--- config.mk ---
export PLATFORM = sky130hd
export DESIGN_NAME = fmap_replay_fifo
export DESIGN_NICKNAME = d
export VERILOG_FILES = /design/src/rtl/fmap_fifo_pkg.sv /design/src/rtl/fmap_fifo_mem.sv /design/src/rtl/fmap_replay_fifo.sv
export SDC_FILE = /design/constraint.sdc
export NUM_CORES = 1
export LEC_CHECK = 0
export CAP_MARGIN = 30
export CORE_ASPECT_RATIO = 1.5
export CORE_MARGIN = 2
export CORE_UTILIZATION = 45
export CTS_CLUSTER_SIZE = 40
export DETAILED_ROUTE_END_ITERATION = 8
export GPL_ROUTABILITY_DRIVEN = 0
export MAX_ROUTING_LAYER = met4
export PLACE_DENSITY_LB_ADDON = 0.08
export SLEW_MARGIN = 20
export SYNTH_ARGS = -nofsm -noshare
export SYNTH_HDL_FRONTEND = slang
export SYNTH_SLANG_ARGS = --single-unit
export TNS_END_PERCENT = 20
--- constraint.sdc ---
create_clock -name clk -period 3.07 [get_ports clk]
set_clock_uncertainty 0.05 [all_clocks]
set_input_delay 0.614 -clock clk [delete_from_list [all_inputs] [get_ports clk]]
set_output_delay 0.614 -clock clk [all_outputs]
set_load 0.005 [all_outputs]
--- src/rtl/fmap_fifo_pkg.sv ---
// -----------------------------------------------------------------------------
// fmap_fifo_pkg
// Shared definitions for the feature-map replay FIFO:
//   - default geometry (8-bit pixels, 150 entries)
//   - width helpers used to derive pointer / counter widths from DEPTH
//   - ptr_inc: pointer increment that wraps at DEPTH-1 (DEPTH need not be
//     a power of two, so no bit masking is used)
// -----------------------------------------------------------------------------
package fmap_fifo_pkg;

    localparam int unsigned FMAP_DEF_DATA_W = 8;
    localparam int unsigned FMAP_DEF_DEPTH  = 150;

    // Address width for a memory of 'depth' entries (never below 1 bit).
    function automatic int unsigned fmap_ptr_w(input int unsigned depth);
        return (depth > 32'd1) ? $clog2(depth) : 32'd1;
    endfunction

    // Counter width able to hold 0..depth inclusive.
    function automatic int unsigned fmap_cnt_w(input int unsigned depth);
        return $clog2(depth + 32'd1);
    endfunction

    // Increment a pointer, wrapping depth-1 back to 0.
    function automatic logic [31:0] ptr_inc(input logic [31:0] ptr, input logic [31:0] depth);
        logic [31:0] nxt;
        if (ptr == (depth - 32'd1)) begin
            nxt = 32'd0;
        end else begin
            nxt = ptr + 32'd1;
        end
        return nxt;
    endfunction

endpackage

--- src/rtl/fmap_fifo_mem.sv ---
// -----------------------------------------------------------------------------
// fmap_fifo_mem
// Simple dual-port RAM, DATA_W x DEPTH, synchronous write, registered read.
// The storage array has no reset; only the read-data register is reset so the
// FIFO output starts at zero.
// Ports:
//   clk      clock (rising edge)
//   rstn     async active-low reset of the read-data register
//   wr_en    write strobe
//   wr_addr  write address (0..DEPTH-1)
//   wr_data  write data
//   rd_en    read strobe; rd_data updates only when set
//   rd_addr  read address (0..DEPTH-1)
//   rd_data  registered read data, holds when rd_en is low
// -----------------------------------------------------------------------------
module fmap_fifo_mem #(
    parameter int unsigned DATA_W = 8,
    parameter int unsigned DEPTH  = 150,
    parameter int unsigned PTR_W  = 8
) (
    input  logic              clk,
    input  logic              rstn,
    input  logic              wr_en,
    input  logic [PTR_W-1:0]  wr_addr,
    input  logic [DATA_W-1:0] wr_data,
    input  logic              rd_en,
    input  logic [PTR_W-1:0]  rd_addr,
    output logic [DATA_W-1:0] rd_data
);

    logic [DATA_W-1:0] mem_r [DEPTH];
    logic [DATA_W-1:0] rd_data_r;

    // Storage write port.
    always_ff @(posedge clk) begin
        if (wr_en) begin
            mem_r[wr_addr] <= wr_data;
        end
    end

    // Registered read port; holds the last word when not reading.
    always_ff @(posedge clk or negedge rstn) begin
        if (!rstn) begin
            rd_data_r <= {DATA_W{1'b0}};
        end else if (rd_en) begin
            rd_data_r <= mem_r[rd_addr];
        end else begin
            rd_data_r <= rd_data_r;
        end
    end

    assign rd_data = rd_data_r;

endmodule

--- src/rtl/fmap_replay_fifo.sv ---
// -----------------------------------------------------------------------------
// fmap_replay_fifo
// Feature-map line FIFO with window replay. Entries between base_ptr and
// wr_ptr are "retained"; entries between rd_ptr and wr_ptr are "unread".
// rd_rewind moves the read pointer back to the oldest retained entry so the
// PE array can re-read the same window; rd_release hands every entry read so
// far back to the writer.
//
// Optional feature macro: FMAP_FIFO_STATUS_EN adds level / ovf_err / udf_err.
//
// Ports:
//   clk, rstn    clock, async active-low reset
//   din, wr_en   write data / request (accepted when !full)
//   rd_en        read request (accepted when !empty and no effective rewind)
//   rd_rewind    rd_ptr <= base_ptr (ignored if rd_release is also set)
//   rd_release   base_ptr <= read pointer after any same-cycle read
//   dout         registered read data (holds between reads)
//   dout_valid   one-cycle pulse, dout holds a newly read word
//   full, empty  from registered retained / unread counts
//   level        retained count                  [FMAP_FIFO_STATUS_EN]
//   ovf_err      sticky, wr_en seen while full   [FMAP_FIFO_STATUS_EN]
//   udf_err      sticky, rd_en seen while empty  [FMAP_FIFO_STATUS_EN]
// -----------------------------------------------------------------------------
module fmap_replay_fifo
    import fmap_fifo_pkg::*;
#(
    parameter int unsigned DATA_W = FMAP_DEF_DATA_W,
    parameter int unsigned DEPTH  = FMAP_DEF_DEPTH,
    parameter int unsigned PTR_W  = fmap_ptr_w(DEPTH),
    parameter int unsigned CNT_W  = fmap_cnt_w(DEPTH)
) (
    input  logic              clk,
    input  logic              rstn,
    input  logic [DATA_W-1:0] din,
    input  logic              wr_en,
    input  logic              rd_en,
    input  logic              rd_rewind,
    input  logic              rd_release,
    output logic [DATA_W-1:0] dout,
    output logic              dout_valid,
    output logic              full,
    output logic              empty
`ifdef FMAP_FIFO_STATUS_EN
    ,
    output logic [CNT_W-1:0]  level,
    output logic              ovf_err,
    output logic              udf_err
`endif
);

    localparam logic [CNT_W-1:0] CNT_ZERO  = {CNT_W{1'b0}};
    localparam logic [CNT_W-1:0] CNT_ONE   = CNT_W'(1);
    localparam logic [CNT_W-1:0] DEPTH_CNT = CNT_W'(DEPTH);
    localparam logic [PTR_W-1:0] PTR_ZERO  = {PTR_W{1'b0}};

    logic [PTR_W-1:0] wr_ptr_r, rd_ptr_r, base_ptr_r;
    logic [CNT_W-1:0] ret_cnt_r, unrd_cnt_r;
    logic             dout_valid_r;

    logic             full_s, empty_s;
    logic             wr_acc_s, rd_acc_s, rewind_s;
    logic [PTR_W-1:0] wr_ptr_inc_s, rd_ptr_inc_s;
    logic [PTR_W-1:0] wr_ptr_nxt_s, rd_ptr_nxt_s, base_ptr_nxt_s;
    logic [CNT_W-1:0] wr_add_s, rd_sub_s;
    logic [CNT_W-1:0] ret_cnt_nxt_s, unrd_cnt_nxt_s;

    assign wr_ptr_inc_s = PTR_W'(ptr_inc(32'(wr_ptr_r), 32'(DEPTH)));
    assign rd_ptr_inc_s = PTR_W'(ptr_inc(32'(rd_ptr_r), 32'(DEPTH)));

    // Handshake qualification and next-state of pointers and counters.
    // Flags come from the registered counts, so space freed by a release
    // is only visible to the writer on the following cycle.
    always_comb begin
        full_s         = (ret_cnt_r == DEPTH_CNT);
        empty_s        = (unrd_cnt_r == CNT_ZERO);
        wr_acc_s       = wr_en && !full_s;
        // Release has priority: a rewind issued together with it is dropped.
        rewind_s       = rd_rewind && !rd_release;
        rd_acc_s       = rd_en && !empty_s && !rewind_s;
        wr_add_s       = wr_acc_s ? CNT_ONE : CNT_ZERO;
        rd_sub_s       = rd_acc_s ? CNT_ONE : CNT_ZERO;

        wr_ptr_nxt_s   = wr_acc_s ? wr_ptr_inc_s : wr_ptr_r;

        if (rewind_s) begin
            rd_ptr_nxt_s   = base_ptr_r;
            // Every retained entry becomes unread again, including a new write.
            unrd_cnt_nxt_s = ret_cnt_r + wr_add_s;
        end else if (rd_acc_s) begin
            rd_ptr_nxt_s   = rd_ptr_inc_s;
            unrd_cnt_nxt_s = unrd_cnt_r + wr_add_s - rd_sub_s;
        end else begin
            rd_ptr_nxt_s   = rd_ptr_r;
            unrd_cnt_nxt_s = unrd_cnt_r + wr_add_s;
        end

        if (rd_release) begin
            // Only the not-yet-read entries stay retained.
            base_ptr_nxt_s = rd_ptr_nxt_s;
            ret_cnt_nxt_s  = unrd_cnt_nxt_s;
        end else begin
            base_ptr_nxt_s = base_ptr_r;
            ret_cnt_nxt_s  = ret_cnt_r + wr_add_s;
        end
    end

    // Pointer, counter and read-valid registers.
    always_ff @(posedge clk or negedge rstn) begin
        if (!rstn) begin
            wr_ptr_r     <= PTR_ZERO;
            rd_ptr_r     <= PTR_ZERO;
            base_ptr_r   <= PTR_ZERO;
            ret_cnt_r    <= CNT_ZERO;
            unrd_cnt_r   <= CNT_ZERO;
            dout_valid_r <= 1'b0;
        end else begin
            wr_ptr_r     <= wr_ptr_nxt_s;
            rd_ptr_r     <= rd_ptr_nxt_s;
            base_ptr_r   <= base_ptr_nxt_s;
            ret_cnt_r    <= ret_cnt_nxt_s;
            unrd_cnt_r   <= unrd_cnt_nxt_s;
            dout_valid_r <= rd_acc_s;
        end
    end

    fmap_fifo_mem #(
        .DATA_W (DATA_W),
        .DEPTH  (DEPTH),
        .PTR_W  (PTR_W)
    ) u_mem (
        .clk     (clk),
        .rstn    (rstn),
        .wr_en   (wr_acc_s),
        .wr_addr (wr_ptr_r),
        .wr_data (din),
        .rd_en   (rd_acc_s),
        .rd_addr (rd_ptr_r),
        .rd_data (dout)
    );

    assign dout_valid = dout_valid_r;
    assign full       = full_s;
    assign empty      = empty_s;

`ifdef FMAP_FIFO_STATUS_EN
    logic ovf_err_r, udf_err_r;

    // Sticky protocol-error flags; only reset clears them.
    always_ff @(posedge clk or negedge rstn) begin
        if (!rstn) begin
            ovf_err_r <= 1'b0;
            udf_err_r <= 1'b0;
        end else begin
            ovf_err_r <= ovf_err_r | (wr_en & full_s);
            udf_err_r <= udf_err_r | (rd_en & empty_s);
        end
    end

    assign level   = ret_cnt_r;
    assign ovf_err = ovf_err_r;
    assign udf_err = udf_err_r;
`endif

endmodule

== Word-level counts from Yosys, hierarchy flattened ==
Memories as Yosys holds them, arrays and structs flattened. A register that Yosys moved wholly into a read port is not among the register bits.
Cells that the tools add are included.

* Memories: 1
* Output and inout bits: 11
* Memory bits (writable): 1200
* Input bits: 14
* Word-level logic and storage cells: 36
* Register bits: 41

{| class="wikitable"
|+ Memory list
! name !! words !! bits a word !! rd ports !! clocked after Yosys merged registers in !! wr ports !! line !! RTL
|-
| u_mem.mem_r || 150 || 8 || 1 || 1 || 1 || fmap_fifo_mem.sv:31 || <nowiki>logic [DATA_W-1:0] mem_r [DEPTH];</nowiki>
|}

* Add/subtract/negate cells: 5
* Mux-type cells: 11
* Reduce and logical (&&, ||, !) cells: 10
* Equality and inequality tests: 3

{| class="wikitable"
|+ Operators with widths
! operator !! number
|-
| $mux W8 || 7
|-
| $eq A8 B8 Y1 const B || 3
|-
| $add A8 B1 Y8 || 2
|-
| $add A8 B1 Y8 const B || 2
|-
| $logic_not A8 Y1 || 1
|-
| $sub A8 B1 Y8 || 1
|-
| $logic_not A1 Y1 || 5
|-
| $logic_and A1 B1 Y1 || 4
|-
| $mux W1 || 4
|}

== Longest topological paths before layout ==
* Depth after elaboration: 9
* Depth in mapped cells: 14
* Mapped depth without buffers: 12

== Modules after synthesis ==
Synthesis repeated with hierarchy kept, for this count alone.

* Cells, all modules: 2682
* Area total of the unflattened synthesis: 49827.8 um2

{| class="wikitable"
|+ Modules (own cells, without submodules)
! module !! area each (um2) !! cells an instance !! sequential area each (um2) !! instances
|-
| fmap_fifo_mem || 47494.3 || 2434 || 36234.8 || 1
|-
| fmap_replay_fifo || 2333.5 || 248 || 1026.0 || 1
|}

== Worst setup path before layout ==
Ideal clock, no wire load.

* Path kind: register to register
* Start point: register ret_cnt_r[6]
* End point: register unrd_cnt_r[7]
* Library setup time: 0.128 ns
* Stages on the path, launching flop included: 15
* Arrival: 3.123 ns
* Slack: -0.231 ns
* Buffers on the path: 2
* Data required time: 2.892 ns
* Clock period less this slack: 3.301 ns
* Cell sequence: dfrtp_1 -> nand2b_1 -> nor4_1 -> nand2b_1 -> buf_2 -> inv_2 -> ha_1 -> ha_1 -> clkbuf_1 -> xor2_1 -> nor3b_1 -> nand4_1 -> or4_1 -> a211oi_1 -> nor3_1

* Word-level cells in the longest chain between the ends: 8
* Elaborated cells on any way between the ends: 9
* Classes of those cells: 3 x add/sub; 1 x eq/ne; 3 x mux; 2 x reduce/logical

{| class="wikitable"
|+ Ends and longest elaborated chain
! element !! line !! RTL
|-
| from (decl) || fmap_replay_fifo.sv:57 || <nowiki>logic [CNT_W-1:0] ret_cnt_r, unrd_cnt_r;</nowiki>
|-
| from (signal assigned) || fmap_replay_fifo.sv:120 || <nowiki>ret_cnt_r <= ret_cnt_nxt_s;</nowiki>
|-
| $eq A8 B8 Y1 (*) || fmap_replay_fifo.sv:74 || <nowiki>full_s = (ret_cnt_r == DEPTH_CNT);</nowiki>
|-
| net full || fmap_replay_fifo.sv:41 || <nowiki>output logic full,</nowiki>
|-
| $logic_not A1 Y1 (*) || fmap_replay_fifo.sv:76 || <nowiki>wr_acc_s = wr_en && !full_s;</nowiki>
|-
| $logic_and A1 B1 Y1 (*) || fmap_replay_fifo.sv:76 ||
|-
| net u_mem.wr_en || fmap_fifo_mem.sv:23 || <nowiki>input logic wr_en,</nowiki>
|-
| $mux W1 (*) || fmap_replay_fifo.sv:80 || <nowiki>wr_add_s = wr_acc_s ? CNT_ONE : CNT_ZERO;</nowiki>
|-
| $add A8 B1 Y8 || fmap_replay_fifo.sv:91, fmap_replay_fifo.sv:94 ||
|-
| $sub A8 B1 Y8 || fmap_replay_fifo.sv:91 || <nowiki>unrd_cnt_nxt_s = unrd_cnt_r + wr_add_s - rd_sub_s;</nowiki>
|-
| $mux W8 || fmap_replay_fifo.sv:89 || <nowiki>end else if (rd_acc_s) begin</nowiki>
|-
| $mux W8 (*) || fmap_replay_fifo.sv:85 || <nowiki>if (rewind_s) begin</nowiki>
|-
| net unrd_cnt_nxt_s[7] || fmap_replay_fifo.sv:65 || <nowiki>logic [CNT_W-1:0] ret_cnt_nxt_s, unrd_cnt_nxt_s;</nowiki>
|-
| to (signal assigned) || fmap_replay_fifo.sv:121 || <nowiki>unrd_cnt_r <= unrd_cnt_nxt_s;</nowiki>
|-
| to (decl) || fmap_replay_fifo.sv:57 ||
|}

The timed path passes the listed nets; every way through them passes the cells marked *.
A chain may end at the register's enable or synchronous reset.

==> summary.txt <==
Status
  • Status: complete, no violations

Synth
  • Synthesized area per cell: 19.5 um2
  • Number of synthesized flops with an enable pin: 1200
  • Async SR Flop Fraction: 3.92%
  • Net Count, Synth: 2600
  • Flops & latches, synth: 1249
  • YS warnings: 0
  • Synth unique cells: 63
  • Seq/Total Area, Yosys: 74.3%
  • Top FF cell, synth: edfxtp_1
  • Mapped Area: 50100 um2
  • Syn Inst Count: 2574

Timing
  • RSZ-0062 raised after global routing: true
  • Final Setup Violations: 0
  • Setup slack after layout: 0.0843 ns
  • Max Freq: 335 MHz
  • Slew @ Worst Pin: 0.795 ns
  • Post-layout minimum cycle time: 2.99 ns
  • Worst hold slack: 0.114 ns
  • Final setup TNS: 0 ns
  • Rel. slew slack: 45.6%
  • Final hold violations: 0
  • Period Utilization, post-route: 97.3%
  • Slew Limit Fails: 0

Layout
  • Design Area, Final: 58000 um2
  • Layout area overhead: 15.6%
  • Finished Layout Cells: 4471
  • Commonest non-fill, non-tap cell in the layout: edfxtp_1
  • N_diodes: 0
  • Nets: 2955
  • Number of fill cells: 8842
  • Layout cell share with drive strength beyond 1: 24.9%
  • Final core utilization: 52.3%
  • Most frequent cells in the layout: edfxtp_1 (1200), buf_4 (325), mux2i_1 (264), nor2_1 (188), mux4_2 (156)

Pwr
  • Leak: 19.8 nW
  • Total chip power: 43.8 mW
  • Pwr/cell area: 756 nW/um2
  • Peak supply drop: 477 uV

Die
  • # IOs: 25
  • Die H: 413 um
  • CORE AREA: 111000 um2
  • Die X-Extent: 277 um
  • # rows: 150
  • Die Area: 114000 um2
  • Initial Utilization: 45.2%

Global route
  • Vias in the first global route: 26900
  • Largest net degree at the start of global routing: 144
  • Antenna violations before repair: 1
  • First-pass GRT wire length: 189000 um
  • Grt total ovfl: 0
  • Tot GR Track Use: 23.7%

Routing
  • Vias: 25800
  • WL final: 131000 um
  • DR iter-0 viols: 2437
  • Detailed Routing Iterations Pass 1: 5
  • Wire length per cell: 29.4 um
  • Drt drc: 0
  • DRT antenna net count: 0
  • Via density: 5.77

Clock tree
  • CTS tree: done
  • Total CTS buffers: 117
  • Clk root buf: clkbuf_16
  • Worst-path clk slew: 0.06 ns
  • Clock sinks: 1249
  • Clk Latency, worst-skew pair: 0.73 ns
  • H-tree depth: 3
  • CTS max path bufs: 3

Placement
  • Area after DPL: 54000 um2
  • Pre-CTS setup slack: -0.134 ns
  • Placed insts: 4247
  • Post-detail-place hpwl: 85900 um
  • Number of port buffers: 24

Setup path
  • Crit. End Element: flop
  • WP data required: 3.65 ns
  • CP Data Arrival Time: 3.57 ns
  • Worst-path maximum fanout: 22
  • Crit path kind: reg2reg
  • Kind of start point of the critical path: flop

Worst hold path
  • Min-delay worst type: in2reg

Flow run
  • Max Cap Viol: 0
[where the power goes]
group | internal [mW] | switching (mW)
sequential | 19.1 | 0.452
clock | 8.11 | 6.22
combinational | 4.10 | 5.87
total | 31.3 | 12.5
[area by class of cell]
| class | instances | area, um2 | share of cell area [%] |
|---|---|---|---|
| well taps | 1444 | 1810 | 3.12 |
| flip-flops and latches | 1249 | 37300 | 64.3 |
| clock buffers | 143 | 3120 | 5.38 |
| inverters | 13 | 48.8 | 0.0842 |
| repair buffers | 381 | 3390 | 5.85 |
| clock inverters | 74 | 653 | 1.13 |
| multi-input cells | 1167 | 11700 | 20.1 |
[routing by layer]
| metal | part of all wire, % | global-route usage (%) |
|---|---|---|
| met1 | 39 | 28.0 |
| met2 | 53 | 42.0 |
| met3 | 4.6 | 2.77 |
| met4 | 3.3 | 8.53 |
| met5 | 0 | - |
[cells in the mapped netlist, drive strengths merged (3+ instances only)]
cell type     n  area, um2
dfrtp        49       1230
and2          4       25.0
xnor2        15        131
and3          5       31.3
or3           3       18.8
clkbuf       39        188
ha           12        150
mux2i       264       2640
o211ai        4       35.0
nand3        33        165
mux4        202       4720
buf         104       1070
nor2        190        713
nor2b        11       68.8
o22ai        15       93.8
nor4          6       37.5
o41ai        12        128
a211oi        7       52.6
a2111oi       4       35.0
o21a          3       22.5
o21ai        18       90.1
xor2          6       52.6
nand2b        5       31.3
mux2         28        315
a21oi        68        340
edfxtp     1200      36000
or4           4       33.8
a31oi        11       68.8
or2           3       18.8
nand2        64        243
nand4         5       31.3
inv          13       48.8
o221ai        8       70.1
nor3         11       55.1
a221oi       12        105
a21o          7       52.6
a22oi       111        833
[cell families (layout without fill, tap and decap cells)]
kind of cell	Yosys count	in the layout	synth area share [%]
multiplexers	494	494	15.3
flip-flops	1249	1249	74.3
AO/OA/AOI/OAI	288	288	3.98
adder cells (fa/ha/maj)	12	12	0.299
AND/OR/NAND/NOR	352	352	3.07
XOR/XNOR	21	21	0.367
buffers and inverters	158	611	2.64
[final timing paths]
check / startpoint / end / slack (ns) / cells past startpoint
worst max-delay path: rd_ptr_r[0] / u_mem.rd_data[3] / 0.08 / 10
worst min-delay path: din[4] / u_mem.mem_r[69][4] / 0.11 / 1
worst max register to register: rd_ptr_r[0] / u_mem.rd_data[3] / 0.08 / 10
worst min register to register: base_ptr_r[5] / rd_ptr_r[5] / 0.43 / 1
max in group asynchronous: rstn / u_mem.rd_data[1] / 1.77 / 3
min in group asynchronous: rstn / ret_cnt_r[3] / 0.39 / 2
[repair_timing]
item / 4_1_cts / 5_1_grt
resized for setup: 11 / 6
endpoints found under the setup margin: 7 / 6
hold buffers: 1 / 0
buffers inserted: 0 / 5
gates cloned: 0 / 1
pin swaps: 2 / 5
endpoints found under the hold margin: 25 / 0
[sequential cells by signal, summed over array words and instances, names as in the netlist]
name	cells
u_mem.mem_r	1200
base_ptr_r	8
rd_ptr_r	8
ret_cnt_r	8
u_mem.rd_data	8
unrd_cnt_r	8
wr_ptr_r	8
dout_valid	1
[critical path, stage by stage (launching register included)]
cell	delay, ns
dfrtp_4	0.47
buf_12	0.26
buf_4	0.30
mux2i_1	0.12
a22oi_1	0.25
a21oi_1	0.14
buf_4	0.17
o41ai_2	0.45
buf_4	0.19
nand3_1	0.19
o221ai_1	0.24
Power figures use the tool's default switching activity.
